**src/rtl/mips_pkg.sv**
```systemverilog
// Shared constants and the next-PC select encoding for the MIPS cores.
package mips_pkg;

    localparam int          ADDR_W_DEF    = 32;
    localparam logic [31:0] RESET_VEC_DEF = 32'h0000_0000;
    localparam logic [31:0] EXC_VEC_DEF   = 32'h0000_0080;

    typedef enum logic [2:0] {
        SEL_SEQ,
        SEL_BR,
        SEL_J,
        SEL_JR,
        SEL_EXC
    } pc_sel_e;

endpackage

```
**src/rtl/ras_stack.sv**
```systemverilog
// Circular return-address LIFO: a push when full silently overwrites the oldest entry.
module ras_stack #(
    parameter int DEPTH = 4,
    parameter int W     = 32
) (
    input  logic         clk,
    input  logic         rst,
    input  logic         push,
    input  logic         pop,
    input  logic [W-1:0] push_data,
    output logic [W-1:0] top,
    output logic         valid,
    output logic         full
);

    localparam int PTR_W = $clog2(DEPTH);
    localparam int CNT_W = $clog2(DEPTH + 1);

    logic [W-1:0]     mem_q [DEPTH];
    logic [W-1:0]     mem_d [DEPTH];
    logic [PTR_W-1:0] ptr_q, ptr_d, top_idx;
    logic [CNT_W-1:0] count_q, count_d;
    logic             do_pop;

    // ptr_q is the next free slot; the top lives one below it.
    assign top_idx = ptr_q - PTR_W'(1);
    assign top     = mem_q[top_idx];
    assign valid   = (count_q != '0);
    assign full    = (count_q == CNT_W'(DEPTH));
    assign do_pop  = pop & valid;

    always_comb begin
        mem_d   = mem_q;
        ptr_d   = ptr_q;
        count_d = count_q;
        if (push && do_pop) begin
            mem_d[top_idx] = push_data;
        end else if (push) begin
            mem_d[ptr_q] = push_data;
            ptr_d        = ptr_q + PTR_W'(1);
            if (!full) count_d = count_q + CNT_W'(1);
        end else if (do_pop) begin
            ptr_d   = top_idx;
            count_d = count_q - CNT_W'(1);
        end
    end

    always_ff @(posedge clk) begin
        if (rst) begin
            ptr_q   <= '0;
            count_q <= '0;
            for (int i = 0; i < DEPTH; i++) mem_q[i] <= '0;
        end else begin
            ptr_q   <= ptr_d;
            count_q <= count_d;
            mem_q   <= mem_d;
        end
    end

endmodule

```
**src/rtl/pc_ras_unit.sv**
```systemverilog
// Program counter with next-PC selection (branch, jump, register jump, exception)
// and a return-address stack fed by JAL and drained by JR $31.
module pc_ras_unit
    import mips_pkg::*;
#(
    parameter int                ADDR_W    = ADDR_W_DEF,
    parameter int                IMEM_AW   = 10,
    parameter logic [ADDR_W-1:0] RESET_VEC = ADDR_W'(RESET_VEC_DEF),
    parameter logic [ADDR_W-1:0] EXC_VEC   = ADDR_W'(EXC_VEC_DEF),
    parameter int                RAS_DEPTH = 4,
    parameter bit                USE_RAS   = 1'b1
) (
    input  logic               clk,
    input  logic               rst,
    input  logic               enable,
    input  logic               exc_req,
    input  logic               Beq,
    input  logic               Bne,
    input  logic               AluEqual,
    input  logic               JMP,
    input  logic               JR,
    input  logic               JAL,
    input  logic               jr_ret,
    input  logic [ADDR_W-1:0]  R1,
    input  logic [ADDR_W-1:0]  I_imm,
    input  logic [25:0]        J_imm,
    output logic [ADDR_W-1:0]  pc,
    output logic [ADDR_W-1:0]  normal_pc,
    output logic [IMEM_AW-1:0] addr,
    output logic               branch,
    output logic               ras_valid,
    output logic               ras_mismatch,
    output logic               misaligned
);

    logic [ADDR_W-1:0] pc_q, pc_d;
    logic [ADDR_W-1:0] br_target, j_target, jr_target, next_pc, ras_top;
    logic              ras_full, ras_push, ras_pop, use_top;
    pc_sel_e           sel;

    assign pc        = pc_q;
    assign normal_pc = pc_q + ADDR_W'(4);
    assign addr      = pc_q[IMEM_AW+1:2];
    assign branch    = (Beq & AluEqual) | (Bne & ~AluEqual);

    assign br_target = normal_pc + (I_imm << 2);
    assign j_target  = {normal_pc[ADDR_W-1:28], J_imm, 2'b00};
    assign use_top   = USE_RAS & jr_ret & ras_valid;
    assign jr_target = use_top ? ras_top : R1;

    assign ras_mismatch = jr_ret & ras_valid & (ras_top != R1);
    assign misaligned   = JR & (jr_target[1:0] != 2'b00);

    // The stack only moves on edges that actually retire a non-exception instruction.
    assign ras_push = enable & ~exc_req & JAL;
    assign ras_pop  = enable & ~exc_req & jr_ret;

    always_comb begin
        sel = SEL_SEQ;
        if (exc_req)     sel = SEL_EXC;
        else if (JMP)    sel = JR ? SEL_JR : SEL_J;
        else if (branch) sel = SEL_BR;

        case (sel)
            SEL_EXC: next_pc = EXC_VEC;
            SEL_JR:  next_pc = jr_target;
            SEL_J:   next_pc = j_target;
            SEL_BR:  next_pc = br_target;
            default: next_pc = normal_pc;
        endcase

        pc_d = enable ? next_pc : pc_q;
    end

    always_ff @(posedge clk) begin
        if (rst) pc_q <= RESET_VEC;
        else     pc_q <= pc_d;
    end

    ras_stack #(
        .DEPTH (RAS_DEPTH),
        .W     (ADDR_W)
    ) u_ras (
        .clk       (clk),
        .rst       (rst),
        .push      (ras_push),
        .pop       (ras_pop),
        .push_data (normal_pc),
        .top       (ras_top),
        .valid     (ras_valid),
        .full      (ras_full)
    );

endmodule

```
**config.mk**
```make
export PLATFORM = sky130hd
export DESIGN_NAME = pc_ras_unit
export DESIGN_NICKNAME = d
export VERILOG_FILES = /design/src/rtl/mips_pkg.sv /design/src/rtl/ras_stack.sv /design/src/rtl/pc_ras_unit.sv
export SDC_FILE = /design/constraint.sdc
export NUM_CORES = 1
export LEC_CHECK = 0
export CAP_MARGIN = 30
export CORE_ASPECT_RATIO = 1.2
export CORE_MARGIN = 10
export CORE_UTILIZATION = 49
export CTS_CLUSTER_DIAMETER = 40
export DETAILED_ROUTE_END_ITERATION = 12
export PLACE_DENSITY_LB_ADDON = 0.3
export SKIP_LAST_GASP = 1
export SLEW_MARGIN = 5
export SYNTH_ARGS = -nofsm -noshare
export SYNTH_HDL_FRONTEND = slang
export SYNTH_SLANG_ARGS = --single-unit
```
**constraint.sdc**
```tcl
create_clock -name clk -period 3.55 [get_ports clk]
set_input_delay 0.355 -clock clk [delete_from_list [all_inputs] [get_ports clk]]
set_output_delay 0.355 -clock clk [all_outputs]
set_load 0.01 [all_outputs]
```
# Yosys cells after proc, flatten, opt, wreduce, memory -nomap -nowiden
# Index checks and enable logic that the tools add are counted.
# word_totals
ff_bits	165
out_inout_bits	78
word_cells	70
# op_classes
addsub	6
n_lt_le_gt_ge	4
eq_ne	7
n_mux	22
n_bitwise	15
n_reduce_logical	9
# op_table
op	count
$bwmux 128	2
$mux 128	2
$mux 32	5
$demux 32 s2	2
$pmux 32 s4	1
$bmux 32 s2	1
$add 32x3->32 const B	1
$add 32x32->32	1
$ne 32x32->1	1
$mux 3	4
$and 1x1->1	9
$eq 3x2->1 const B	2
$eq 3x3->1 const B	2
$ge 3x3->1 const B	2
$lt 3x1->1 const B	2
$mux 2	3
$not 2->3	2
$reduce_bool 2->1	3
$add 3x1->3 const B	1
$eq 3x1->1 const B	1
$logic_and 1x1->1	3
$not 1->1	3
$reduce_and 3->1	1
$reduce_bool 3->1	1
7 further kinds	8

# Longest topological paths before layout
# logic_depth
word_depth	8
mapped_depth	17

# By module
# From an unflattened synthesis, not the netlist that was laid out.
# unflattened
hier_cells	1358
area_unflattened_um2	10874.2
# modules_own_cells
mod	n_inst	cells_per_inst	area_per_inst_um2
ras_stack	1	673	6014.5
pc_ras_unit	1	685	4859.7

# Worst setup path before layout
# Ideal clock, no wire load.
# synth_path
path_type	flip-flop to flip-flop
start	reg pc_q[2], in the netlist pc[2]
end	reg pc_q[21], in the netlist pc[21]
arrival_time_ps	3674
required_ps	3436
path_slack_ps	-239
stages_incl_launch_ff	17
n_path_buf	0
path_cell_list	dfxtp_1 ha_1 and3_1 nand3_1 nor2_1 nand3_1 xor2_1 inv_1 ha_1 a221oi_1 o21ai_0 nor2b_1 a21bo_2 a21boi_0 xnor2_1 a21oi_1 a2111oi_0
# synth_via
elab_chain_cells	3
# synth_rtl
item	line_no	text
start: declaration	pc_ras_unit.sv:36	logic [ADDR_W-1:0] pc_q, pc_d;
start signal: assignment	pc_ras_unit.sv:77	else pc_q <= pc_d;
$add 32x3->32	pc_ras_unit.sv:42	assign normal_pc = pc_q + ADDR_W'(4);
named net normal_pc[14]	pc_ras_unit.sv:28	output logic [ADDR_W-1:0] normal_pc,
$add 32x32->32	pc_ras_unit.sv:46	assign br_target = normal_pc + (I_imm << 2);
$pmux 32 s4	pc_ras_unit.sv:64	case (sel)
# The timed path passes the listed nets, and every way through them passes these cells.
# A chain may end at the register's enable or synchronous reset.

# Worst setup path after layout
# layout_path
start	reg pc_q[3], in the netlist pc[3]
end	reg pc_q[31], in the netlist pc[31]
# layout_via
elab_chain_cells	3
# layout_rtl
item	line_no
$add 32x3->32 (*)	pc_ras_unit.sv:42
$add 32x32->32	pc_ras_unit.sv:46
$pmux 32 s4 (*)	pc_ras_unit.sv:64
# Every way passes the cells marked *; elsewhere a longest branch is shown, timed or not.

==> impl_metrics.py <==
metrics = {
    "setup_path": {
        "r2r_cells": 15,
        "rr_endpoint": "pc[31]$_SDFFE_PP0P_",
        "critPathMaxFanout": 4,
        "cp-start-kind": "flop",
        "crit_type": "reg -> reg",
        "critPathSlowestCell": "or4_4",
        "crit_arrival_ns": 4.10,
        "worstReg2RegStart": "pc[3]$_SDFFE_PP0P_",
        "critPathRequiredTime_ns": 3.92,
        "ff2ff_setup_slack_ns": -0.18,
        "cp_cell_sequence": "ha_4 > nand4_1 > or4_4 > nor2_4 > nand3_2 > xor2_2 > inv_2 > ha_4 > nand4_1 > nor3b_2 > a21oi_2 > a211oi_2 > xor2_1 > mux2_4 > nand3_1",
        "end_kind": "flop",
        "max_stage_delay_ns": 0.64,
    },
    "timing": {
        "finalSetupViolations": 4,
        "clock_skew_ns": 0.0122,
        "finalCriticalPeriod_ns": 3.73,
        "hold_violations": 0,
        "slew_viol_final": 0,
        "slew_headroom": 0.500,
        "post-route-period-util": 1.05,
        "setup_ws_ns": -0.179,
        "rsz0062_at_grt": "true",
        "fin_tns_setup_ns": -0.401,
        "clock.fmax_mhz": 268,
        "worstMarginPinSlew_ns": 0.747,
    },
    "run": {
        "cap_violations": 0,
    },
    "cells_and_area": {
        "regArea_sq_um": 3310,
        "drive_above_1_share": 0.222,
        "area_growth_pct": 40.4,
        "nFillCells": 1636,
        "multiInputGateArea_sq_um": 7120,
        "design_area_sq_um": 14700,
        "fin_nets": 1667,
        "n_antenna_cell": 0,
    },
    "yosys": {
        "ys_seq_area_frac": 0.315,
        "ys_seq_elements": 165,
        "yosys.area.top_type_share": 0.315,
        "netlist_area_sq_um": 10500,
        "synthTopCellsByArea": "dfxtp_1, a211oi_1, nor2_1",
        "synth-edff-count": 0,
        "async_flop_share": 0,
        "syn_inst": 1244,
        "synth_flop_cell": "dfxtp_1",
        "yosysMostFrequentCell": "nor2_1",
        "yosys.area.top_type": "dfxtp_1",
        "syn_area_per_cell_sq_um": 8.44,
        "synth_commonest_cells": "nor2_1, dfxtp_1, a211oi_1, nand2_1, a21oi_1",
        "synth.distinct_cells": 75,
        "syn-num-nets": 1390,
        "synth_warnings": 0,
    },
    "placement": {
        "placed_area_sq_um": 13600,
        "place.gp.congestion": 0.973,
        "hpwl_microns": 27500,
        "io_buffers": 176,
    },
    "grt": {
        "grt_max_degree": 156,
        "grt.busiest_layer": "met2",
        "grt_pass1_vias": 10700,
        "grt-ovfl-total": 0,
        "antenna_found_initial": 0,
        "use_met2": 0.430,
        "grt_first_pass_wirelength_microns": 57900,
        "grt_use_total": 0.257,
        "use_met1": 0.305,
        "grtUsageMet3": 0.0652,
    },
    "route": {
        "detail_route.vias_per_cell": 6.05,
        "vias": 10900,
        "post_drt_wl_per_cell_microns": 21.2,
        "drt_iter0_markers": 1042,
        "routed_wl_microns": 38200,
        "firstDrtPassIters": 8,
        "drtAntennaViolNets": 0,
        "drcViolationCount": 0,
    },
    "clock_network": {
        "clkLatencyLatePin_ns": 0.44,
        "cts_made_buffers": 17,
        "root_buffer": "clkbuf_16",
        "cts.sinks": 165,
        "htree_levels": 4,
        "cts_hold_buffers": 0,
        "tritoncts": "built",
        "cts.clk_slew.worst_paths_ns": 0.08,
        "cts_buffer_depth": 2,
    },
    "floorplan": {
        "die_y_microns": 180,
        "die_x_microns": 154,
        "io_pins": 179,
        "dieArea_sq_um": 27700,
        "rows": 58,
        "fp.coreArea_sq_um": 21000,
        "start_util": 0.499,
    },
    "outcome": {
        "violations": "setup timing",
        "status": "finished with violations",
    },
    "hold_path": {
        "worstHoldEndpoint": "pc[25]$_SDFFE_PP0P_",
        "hold_start": "rst",
        "min_path_type": "in -> reg",
        "whs_path_depth": 2,
    },
    "pwr": {
        "power_leakage_nw": 5.63,
        "p_per_area_nw_per_um2": 365,
        "vdd.ir_drop.worst_uv": 355,
        "total_power_mw": 5.38,
    },
}
registers in the layout (all words and copies together), names as in the netlist:
signal,cells
pc,32
u_ras.count_q,3
u_ras.mem_q,128
u_ras.ptr_q,2
critical path, delay by kind of cell, from the launching register on:
family / cells / cell delay (ns)
compound gates: 2 / 0.46
xor+xnor: 2 / 0.46
fa+ha+maj: 2 / 0.41
buf+inv: 1 / 0.08
flops: 1 / 0.38
mux: 1 / 0.32
simple gates: 7 / 1.55
per-stage QoR:
step / hold WS [ns] / utilization / std cells / worst slack (ns)
6_report: 0.208 / 0.700 / 1804 / -0.179
2_1_floorplan: 0.455 / - / 1244 / -0.0212
5_1_grt: 0.217 / 0.700 / 1804 / -0.247
3_3_place_gp: 0.469 / 0.646 / 1759 / -0.0551
4_1_cts: 0.196 / 0.679 / 1794 / -0.0266
3_5_place_dp: 0.482 / 0.646 / 1759 / -0.171
cells in the final DEF, fill, tap and decap left out, types with 5 or more instances in the layout:
cell / Yosys / routed
o21ai_1: 0 / 5
xor2_2: 0 / 6
a211oi_1: 124 / 123
or3_1: 6 / 6
nand4_1: 17 / 17
mux2i_1: 39 / 39
a31oi_1: 11 / 11
a21oi_1: 67 / 57
xnor2_2: 1 / 11
o221ai_1: 8 / 7
inv_1: 46 / 43
o21ai_0: 47 / 39
ha_4: 0 / 7
nand2b_1: 6 / 5
ha_1: 43 / 36
clkbuf_16: 0 / 17
dfxtp_1: 165 / 160
nand2_1: 91 / 91
a221oi_1: 9 / 6
o21a_1: 8 / 8
a21oi_2: 0 / 8
nand3_2: 2 / 5
clkdlybuf4s50_1: 0 / 174
nor2_1: 196 / 188
a21o_1: 12 / 12
xnor2_1: 55 / 44
xor2_1: 25 / 19
buf_12: 0 / 9
inv_6: 0 / 5
nor2b_1: 8 / 8
nand3_1: 24 / 21
mux4_2: 32 / 32
nor2_4: 0 / 5
and2_1: 6 / 6
buf_4: 12 / 164
nor3_1: 15 / 12
o211ai_1: 7 / 7
worst max path at each step:
stage,start,end,slack (ns)
after CTS,pc[2]$_SDFFE_PP0P_,pc[31]$_SDFFE_PP0P_,-0.03
after floorplan,pc[6]$_SDFFE_PP0P_,pc[21]$_SDFFE_PP0P_,-0.02
after global routing,pc[3]$_SDFFE_PP0P_,pc[25]$_SDFFE_PP0P_,-0.25
final,pc[3]$_SDFFE_PP0P_,pc[31]$_SDFFE_PP0P_,-0.18
after detailed placement,pc[2]$_SDFFE_PP0P_,pc[21]$_SDFFE_PP0P_,-0.17
after global placement,pc[2]$_SDFFE_PP0P_,pc[31]$_SDFFE_PP0P_,-0.06
layer usage:
metal	share of wire	vias to the layer above
met5	0	-
met4	0.043	0
met3	0.083	87
met2	0.49	556
met1	0.39	5195
li1	-	5076
report_power, final:
part	internal, mW	total [mW]	switching, mW
logic	0.763	1.59	0.829
registers	1.92	1.97	0.0527
clock network	0.943	1.82	0.875
kinds of logic after synthesis:
group                    count (synthesis)  synth area share
adder cells (fa/ha/maj)                 45            0.0551
AND/OR/NAND/NOR                        407             0.179
multiplexers                            73             0.108
AO/OA/AOI/OAI                          335             0.219
flip-flops                             165             0.315
XOR/XNOR                                81            0.0683
buffers and inverters                  138            0.0554
layout make-up:
| type | instances | share of cell area |
|---|---|---|
| clock buffer | 17 | 0.0289 |
| clock inverter | 15 | 0.0109 |
| inverter | 46 | 0.0117 |
| multi-input combinational | 941 | 0.483 |
| sequential | 165 | 0.225 |
| tap | 270 | 0.0229 |
| timing repair buffer | 350 | 0.217 |
timing repair:
action / 4_1_cts / 5_1_grt
setup buffers: 2 / 10
endpoints found under the setup margin: 5 / 13
gates resized for setup: 17 / 72
pin swaps: 3 / 29
cloned: 1 / 0
Power figures use the tool's default switching activity.
